$ cat config.mk
export PLATFORM = sky130hd
export DESIGN_NAME = alarm_tone_gen
export DESIGN_NICKNAME = d
export VERILOG_FILES = /design/src/rtl/alarm_pkg.sv /design/src/rtl/square_osc.sv /design/src/rtl/alarm_tone_gen.sv
export SDC_FILE = /design/constraint.sdc
export NUM_CORES = 1
export LEC_CHECK = 0
export CAP_MARGIN = 10
export CELL_PAD_IN_SITES_DETAIL_PLACEMENT = 1
export CELL_PAD_IN_SITES_GLOBAL_PLACEMENT = 1
export CORE_AREA = 2 2 73 75
export CTS_CLUSTER_SIZE = 16
export DETAILED_ROUTE_END_ITERATION = 10
export DIE_AREA = 0 0 75 77
export DONT_BUFFER_PORTS = 1
export PLACE_DENSITY_LB_ADDON = 0.05
export SYNTH_ARGS = -nofsm -noshare
export SYNTH_HDL_FRONTEND = slang
export SYNTH_HIERARCHICAL = 1
export SYNTH_SLANG_ARGS = --single-unit
$ cat constraint.sdc
create_clock -name CLOCK_50 -period 2.1 [get_ports CLOCK_50]
set_clock_uncertainty 0.2 [all_clocks]
set_input_delay 0.42 -clock CLOCK_50 [delete_from_list [all_inputs] [get_ports CLOCK_50]]
set_output_delay 0.42 -clock CLOCK_50 [all_outputs]
set_load 0.05 [all_outputs]
$ cat src/rtl/alarm_pkg.sv
// rtl/alarm_pkg.sv - shared types and defaults for the alarm tone generator
// Contents: alarm_state_t FSM encoding, 48 kHz default timing, default amplitude,
//           cnt_width() helper for sizing sample counters.
package alarm_pkg;

  typedef enum logic [1:0] {
    IDLE = 2'd0,
    TONE = 2'd1,
    GAP  = 2'd2
  } alarm_state_t;

  // Defaults for a 48 kHz codec: 1 kHz tone, 250 ms on / 250 ms off, 3 beeps.
  localparam int          DEF_HALF_PERIOD = 24;
  localparam int          DEF_ON_SAMPLES  = 12000;
  localparam int          DEF_OFF_SAMPLES = 12000;
  localparam int          DEF_BEEPS       = 3;
  localparam logic [31:0] DEF_AMPLITUDE   = 32'd10000000;

  // Bits needed to count 0 .. max(a,b)-1, never less than one bit.
  function automatic int cnt_width(input int a, input int b);
    int m;
    m = (a > b) ? a : b;
    return (m < 2) ? 1 : $clog2(m);
  endfunction

endpackage

$ cat src/rtl/square_osc.sv
// rtl/square_osc.sv - square-wave phase counter, polarity and registered sample
// Ports: clk, rst_n     - clock, asynchronous active-low reset
//        clear          - restart on a positive half-cycle (tone entry)
//        advance        - one tone sample was written this cycle
//        mute           - next sample is silence
//        sample         - registered signed sample word
module square_osc
  import alarm_pkg::*;
#(
  parameter int          HALF_PERIOD = DEF_HALF_PERIOD,
  parameter logic [31:0] AMPLITUDE   = DEF_AMPLITUDE
) (
  input  logic               clk,
  input  logic               rst_n,
  input  logic               clear,
  input  logic               advance,
  input  logic               mute,
  output logic signed [31:0] sample
);

  localparam int PW = (HALF_PERIOD < 2) ? 1 : $clog2(HALF_PERIOD);
  localparam logic signed [31:0] POS = $signed(AMPLITUDE);
  localparam logic signed [31:0] NEG = -POS;

  logic [PW-1:0] phase_cnt;
  logic          negative;
  logic          neg_next;
  logic          wrap;

  assign wrap = (phase_cnt == PW'(HALF_PERIOD - 1));

  // Polarity the register will hold after this edge; the sample word is
  // loaded from it so the output matches the new phase immediately.
  always_comb begin
    neg_next = negative;
    if (clear)
      neg_next = 1'b0;
    else if (advance && wrap)
      neg_next = ~negative;
  end

  always_ff @(posedge clk or negedge rst_n) begin
    if (!rst_n) begin
      phase_cnt <= '0;
      negative  <= 1'b0;
      sample    <= '0;
    end else begin
      if (clear)
        phase_cnt <= '0;
      else if (advance)
        phase_cnt <= wrap ? '0 : phase_cnt + PW'(1);
      negative <= neg_next;
      sample   <= mute ? '0 : (neg_next ? NEG : POS);
    end
  end

endmodule

$ cat src/rtl/alarm_tone_gen.sv
// rtl/alarm_tone_gen.sv - beeping square-wave alarm feeding the audio output FIFO
// Ports: CLOCK_50, resetn           - clock, asynchronous active-low reset
//        start, stop                - begin / abort the beep pattern
//        audio_out_allowed          - output FIFO has space
//        left/right_channel_audio_out - sample word (both channels identical)
//        write_audio_out            - FIFO write strobe
//        active, done               - pattern running / one-cycle completion pulse
module alarm_tone_gen
  import alarm_pkg::*;
#(
  parameter int          HALF_PERIOD = DEF_HALF_PERIOD,
  parameter logic [31:0] AMPLITUDE   = DEF_AMPLITUDE,
  parameter int          ON_SAMPLES  = DEF_ON_SAMPLES,
  parameter int          OFF_SAMPLES = DEF_OFF_SAMPLES,
  parameter int          BEEPS       = DEF_BEEPS
) (
  input  logic        CLOCK_50,
  input  logic        resetn,
  input  logic        start,
  input  logic        stop,
  input  logic        audio_out_allowed,
  output logic [31:0] left_channel_audio_out,
  output logic [31:0] right_channel_audio_out,
  output logic        write_audio_out,
  output logic        active,
  output logic        done
);

  localparam int CNT_W  = cnt_width(ON_SAMPLES, OFF_SAMPLES);
  localparam int BEEP_W = (BEEPS < 2) ? 1 : $clog2(BEEPS + 1);

  alarm_state_t         state;
  logic [CNT_W-1:0]     sample_cnt;
  logic [BEEP_W-1:0]    beep_cnt;
  logic signed [31:0]   osc_sample;

  logic in_tone, in_gap;
  logic tone_end, gap_end, last_beep;
  logic osc_clear, osc_advance, osc_mute, stay_tone;

  assign in_tone = (state == TONE);
  assign in_gap  = (state == GAP);

  // Combinational so a full FIFO is never written.
  assign write_audio_out = audio_out_allowed && (in_tone || in_gap);
  assign active          = in_tone || in_gap;

  assign tone_end  = in_tone && write_audio_out && (sample_cnt == CNT_W'(ON_SAMPLES - 1));
  assign gap_end   = in_gap  && write_audio_out && (sample_cnt == CNT_W'(OFF_SAMPLES - 1));
  // beep_cnt has already counted the beep that just finished while in GAP.
  assign last_beep = (BEEPS != 0) && (beep_cnt == BEEP_W'(BEEPS));

  // Oscillator control mirrors the FSM's next state so the registered sample
  // is correct on the first cycle of every state.
  assign osc_clear   = !stop && (((state == IDLE) && start) || (gap_end && !last_beep));
  assign stay_tone   = !stop && in_tone && !tone_end;
  assign osc_advance = write_audio_out && in_tone;
  assign osc_mute    = !(osc_clear || stay_tone);

  square_osc #(
    .HALF_PERIOD (HALF_PERIOD),
    .AMPLITUDE   (AMPLITUDE)
  ) u_osc (
    .clk     (CLOCK_50),
    .rst_n   (resetn),
    .clear   (osc_clear),
    .advance (osc_advance),
    .mute    (osc_mute),
    .sample  (osc_sample)
  );

  assign left_channel_audio_out  = osc_sample;
  assign right_channel_audio_out = osc_sample;

  always_ff @(posedge CLOCK_50 or negedge resetn) begin
    if (!resetn) begin
      state      <= IDLE;
      sample_cnt <= '0;
      beep_cnt   <= '0;
      done       <= 1'b0;
    end else begin
      done <= 1'b0;
      if (stop) begin
        state      <= IDLE;
        sample_cnt <= '0;
      end else begin
        case (state)
          IDLE: begin
            if (start) begin
              state      <= TONE;
              sample_cnt <= '0;
              beep_cnt   <= '0;
            end
          end
          TONE: begin
            if (tone_end) begin
              state      <= GAP;
              sample_cnt <= '0;
              beep_cnt   <= beep_cnt + BEEP_W'(1);
            end else if (write_audio_out) begin
              sample_cnt <= sample_cnt + CNT_W'(1);
            end
          end
          GAP: begin
            if (gap_end) begin
              sample_cnt <= '0;
              if (last_beep) begin
                state <= IDLE;
                done  <= 1'b1;
              end else begin
                state <= TONE;
              end
            end else if (write_audio_out) begin
              sample_cnt <= sample_cnt + CNT_W'(1);
            end
          end
          default: state <= IDLE;
        endcase
      end
    end
  end

endmodule

**Word level (Yosys, flattened, before mapping)**

Cells that the tools add are included.

- Register bits after elaboration: 57
- Input bits: 5
- Output and inout bits: 67
- Logic and storage cells: 72

- Add/sub/neg operators: 3
- Equality and inequality tests: 10
- Mux-type cells: 26
- Bitwise operators: 2
- Reductions and logical operators: 24

Operators with widths:

| operator | number |
|---|---|
| 14-bit 2-to-1 mux | 5 |
| 32-bit 2-to-1 mux | 2 |
| 14-bit case mux with 3 select lines | 1 |
| 5-bit 2-to-1 mux | 3 |
| 14-bit by 1-bit adder with 14-bit output (second input constant) | 1 |
| 14-bit equality test (second input constant) | 1 |
| 2-bit 2-to-1 mux | 6 |
| 1-bit logical AND | 11 |
| 1-bit 2-to-1 mux | 7 |
| 3-bit by 2-bit inequality test with 1-bit output (second input constant) | 2 |
| 2-bit case mux with 3 select lines | 1 |
| 5-bit by 1-bit adder with 5-bit output (second input constant) | 1 |
| 5-bit equality test (second input constant) | 1 |
| 2-bit equality test (second input constant) | 2 |
| 2-bit case mux with 2 select lines | 1 |
| 4-bit AND reduction | 1 |
| 2-bit nonzero test | 2 |
| 4-bit nonzero test | 1 |
| 1-bit logical NOT | 3 |
| 1-bit logical OR | 3 |
| 3-bit inequality test (second input constant) | 1 |
| 3-bit AND reduction | 1 |
| 2-bit by 1-bit adder with 2-bit output (second input constant) | 1 |
| 2-bit by 1-bit equality test with 1-bit output (second input constant) | 1 |
| other kinds (5) | 6 |

**Logic depth before layout (Yosys ltp)**

- Depth after elaboration: 11
- Mapped depth: 9
- Gate-level depth less buffers: 9

**Cells and area by module**

Netlist, hierarchy kept.

By module, submodules not included:

| module | times used | cells each | area each (um^2) | seq. area each (um^2) |
|---|---|---|---|---|
| alarm_tone_gen | 1 | 159 | 1420.1 | 475.5 |
| square_osc | 1 | 66 | 615.6 | 225.2 |

**Worst setup path before layout**

No wires, ideal clock.

- Path type: flip-flop to flip-flop
- Start point: register state[0]
- End point: register beep_cnt[0]
- Library setup time: 125 ps
- Arrival time: 2283 ps
- Required time: 1775 ps
- Setup slack: -508 ps
- Cell stages (with the launch flop): 8
- Path buffers: 0
- Clock period less this slack: 2608 ps
- Cells stage by stage: dfrtp_1 inv_1 ha_1 nand3_1 nor2_2 a21boi_1 or3_4 mux2_4

- Word-level cells in the longest chain between the ends: 7
- Elaborated cells between the ends (all ways): 12
- Those cells by class: 4 x eq/ne; 1 x mux; 7 x reduce/logical

RTL lines:

| element | line | text |
|---|---|---|
| start, declared | alarm_tone_gen.sv:32 | `alarm_state_t state;` |
| start signal, assigned | alarm_tone_gen.sv:77 | `state <= IDLE;` |
| start signal, assigned | alarm_tone_gen.sv:84 | `state <= IDLE;` |
| start signal, assigned | alarm_tone_gen.sv:90 | `state <= TONE;` |
| 2-bit by 1-bit equality test with 1-bit output or 2-bit equality test (tied branches) | alarm_tone_gen.sv:41, alarm_tone_gen.sv:42 |  |
| 1-bit logical OR * | - |  |
| net active | alarm_tone_gen.sv:25 | `output logic active,` |
| 1-bit logical AND * | alarm_tone_gen.sv:45 | `assign write_audio_out = audio_out_allowed && (in_tone \|\| in_gap);` |
| 1-bit logical AND * (2 in a row) | alarm_tone_gen.sv:48 | `assign tone_end = in_tone && write_audio_out && (sample_cnt == CNT_W'(ON_SAMPLES - 1));` |
| 2-bit by 1-bit inequality test with 1-bit output (no source line) * | - |  |
| 4-bit AND reduction (no source line) * | - |  |
| end signal, assigned | alarm_tone_gen.sv:99 | `beep_cnt <= beep_cnt + BEEP_W'(1);` |
| end, declared | alarm_tone_gen.sv:34 | `logic [BEEP_W-1:0] beep_cnt;` |

The timed path passes the listed nets; every way through them passes the cells marked *.
A chain may end at the register's enable or synchronous reset.

**Worst setup path after layout**

- Start point: register state[1]
- End point: output write_audio_out

- Word-level cells in the longest chain between the ends: 3
- Elaborated cells between the ends (all ways): 4
- Those cells by class: 2 x eq/ne; 2 x reduce/logical

RTL lines:

| element | line | text |
|---|---|---|
| 2-bit by 1-bit equality test with 1-bit output or 2-bit equality test (tied branches) | alarm_tone_gen.sv:41, alarm_tone_gen.sv:42 |  |
| 1-bit logical OR * | alarm_tone_gen.sv:45 |  |
| 1-bit logical AND * | alarm_tone_gen.sv:45 |  |
| end, declared | alarm_tone_gen.sv:24 | `output logic write_audio_out,` |

Mark *: on every way between the ends. The rest lies on a longest branch, timed or not.

==> impl_results.md <==
* Netlist cell types at 41
* Rows at 26
* HPWL Detailed at 3.179 mm
* Initial Util at 40.90%
* Post-synth top cells: 61 x buf_4, 28 x dfrtp_1, 18 x nor2_1, 17 x nand2_1, 9 x xor2_1
* Endpoint class of the critical path: output pin
* Leak at 1.038 nW
* Async SR Flop Fraction at 100.0%
* Data required time of the critical path at 1480 ps
* IO Port Bufs at 0
* H-tree depth at 1
* Vias/cell at 4.858
* Final Hold Fails at 0
* Post-Syn Instances at 225
* Antenna violations before repair at 0
* Floorplan core area at 4977 um2
* TritonCTS clock tree: yes
* Worst Tran Pin Value at 546.2 ps
* Drt drc at 0
* Worst reg2reg path startpoint: state[1]$_DFFE_PN0P_
* Drt pass-1 iters at 2
* First-pass GRT wire length at 7.100 mm
* Total GRT Usage at 15.81%
* Top cell type's share of synthesized area at 34.42%
* Crit path to: write_audio_out
* Slew Limit Fails at 0
* FF+latch count, synth at 28
* Depth of the most critical reg-to-reg path at 7
* Slew HR at 63.88%
* Clock slew at reported path FFs at 110 ps
* Vias in the first global route at 1,480
* Period utilization at 98.15%
* Placed Instances at 266
* Post-synth EDFFs at 0
* YS warnings at 6
* Crit path max fanout at 5
* Synthesized area at 2036 um2
* Clock buffer depth at 2
* CTS buffer count at 3
* Die area at 5775 um2
* Worst hold path class: in2reg
* Final GP Congestion at 0.8200
* Clk_lat worst skew at 290 ps
* Status: complete, no violations
* Worst r2r dst: beep_cnt[0]$_DFFE_PN0P_
* Grt ovf at 0
* Fillers at 584
* CP max stage delay at 420 ps
* Period minus WS final at 2061 ps
* Max-Cap Viols at 0
* Synth top area cells: dfrtp_1 34%, buf_4 22%, ha_1 4.9%
* Die X at 75 um
* Num ports at 72
* Pin count of the biggest net entering global routing at 29
* Final WL at 4.208 mm
* Most common cell in the synthesized netlist: buf_4
* Arr. time, crit path at 1440 ps
* VDD IR max at 1.052 mV
* Ys flop type: dfrtp_1
* First-iteration detailed-routing DRC count at 48
* Die height at 77 um
* # setup viols final at 0
* Final Net Count at 225
* Slowest cell on crit path: dfrtp_1
* Critical path startpoint: state[1]$_DFFE_PN0P_
* Reg-to-reg slack, setup at 40 ps
* CP Class: reg2out
* Drt wl/cell at 14.98 um
* Avg Cell Area, Syn at 9.048 um2
* Clock sink total at 28
* FMAX at 485.2 MHz
* CP cell instances: inv_2 -> ha_4 -> nand2_1 -> inv_2 -> buf_12
* CP most frequent cell: inv_2
* Power per cell area at 1050 nW/um2
* Post-synthesis sequential area ratio at 34.42%
* Total chip power at 2.374 mW
* Ant diodes at 0
* Post-DRT Antenna Nets at 0
* Root Driver: clkbuf_8
* Startpoint types: flop
* RSZ-0062 raised after global routing: true
* Ratio of cells with drive above 1 in the final layout at 36.49%
* DR vias at 1,365
* P&R area growth vs syn at 11.06%
* Final non-filler cell total at 281
* Top cell type by total area after synthesis: dfrtp_1
[through the flow]
step	setup slack [ps]	hold WS, ps	area, um2	util, %	TNS, ps
global route	-74.45	141.1	2261	45.42	-219.7
global placement	63.05	-75.01	2011	40.40	0
detailed placement	-17.89	-75.21	2011	40.40	-25.27
finish	38.90	139.6	2261	45.42	0
floorplan	-101.1	-75.59	2093	-	-195.4
CTS	11.76	122.6	2141	43.01	0
[flip-flops by register name, indices dropped and copies added, names as in the netlist]
signal and cells:
sample_cnt 14, u_osc/phase_cnt 5, u_osc/sample 3, beep_cnt 2, state 2, done 1
u_osc/negative 1
[cell families after synthesis]
family / synth area share, %
other: 0.1842
multiplexers: 3.688
flip-flops: 34.42
AO/OA/AOI/OAI: 6.577
buffers and inverters: 24.52
AND/OR/NAND/NOR: 21.82
XOR/XNOR: 3.872
adder cells (fa/ha/maj): 4.917
[layout make-up]
cell class | instances | area [um2] | share of cell area (%)
timing repair buffer | 39 | 396.6 | 17.54
tap | 70 | 87.58 | 3.874
sequential | 28 | 709.4 | 31.38
multi-input combinational | 131 | 962.2 | 42.56
inverter | 9 | 33.78 | 1.494
clock buffer | 3 | 41.29 | 1.826
clock inverter | 1 | 30.03 | 1.328
[cells in the final DEF (no fill, tap or decap), drive strengths merged, types with 2 or more instances in the layout]
cell type / count
buf: 38
dfrtp: 28
nor2: 20
nand2: 17
xor2: 9
nand4: 9
inv: 9
o21ai: 8
ha: 8
conb: 7
nor2b: 7
mux2i: 6
nand3: 5
nor3: 4
a21oi: 4
clkbuf: 3
and3: 3
nor4: 3
o41ai: 3
and4: 2
o31ai: 2
or3: 2
[where the power goes]
part,internal (mW),leakage [nW],switching (mW)
clock network,0.256,0.0357,0.189
logic,0.415,0.621,0.882
registers,0.592,0.381,0.0404
total,1.26,1.04,1.11
[worst max-delay path, delay by kind of cell (launching register included)]
family                     cells  cell delay, ps
DFF                            1             420
buffers and inverters          3             320
adders and majority gates      1             310
and+or+nand+nor                1             110
[worst min-delay path by stage]
stage / from / to / slack [ps] / depth (start not counted)
finish: stop / state[0]$_DFFE_PN0P_ / 140 / 2
detailed placement: resetn / sample_cnt[2]$_DFFE_PN0P_ / -80 / 0
global route: stop / state[0]$_DFFE_PN0P_ / 140 / 2
floorplan: resetn / beep_cnt[0]$_DFFE_PN0P_ / -80 / 0
global placement: resetn / sample_cnt[3]$_DFFE_PN0P_ / -80 / 0
CTS: stop / state[0]$_DFFE_PN0P_ / 120 / 2
[what timing repair did]
action,CTS,global route
hold buffers,2,0
resized for setup,3,19
cloned,0,0
setup endpoints to repair,5,35
hold endpoints to repair,28,0
setup buffers,1,8
pin swaps,0,13
[per-layer routing]
metal	track usage [%]	routed length, um
met5	0	0
met3	2.365	158
met1	19.88	1844
met2	27.11	2152
met4	5.000	53
Power figures use the tool's default switching activity.
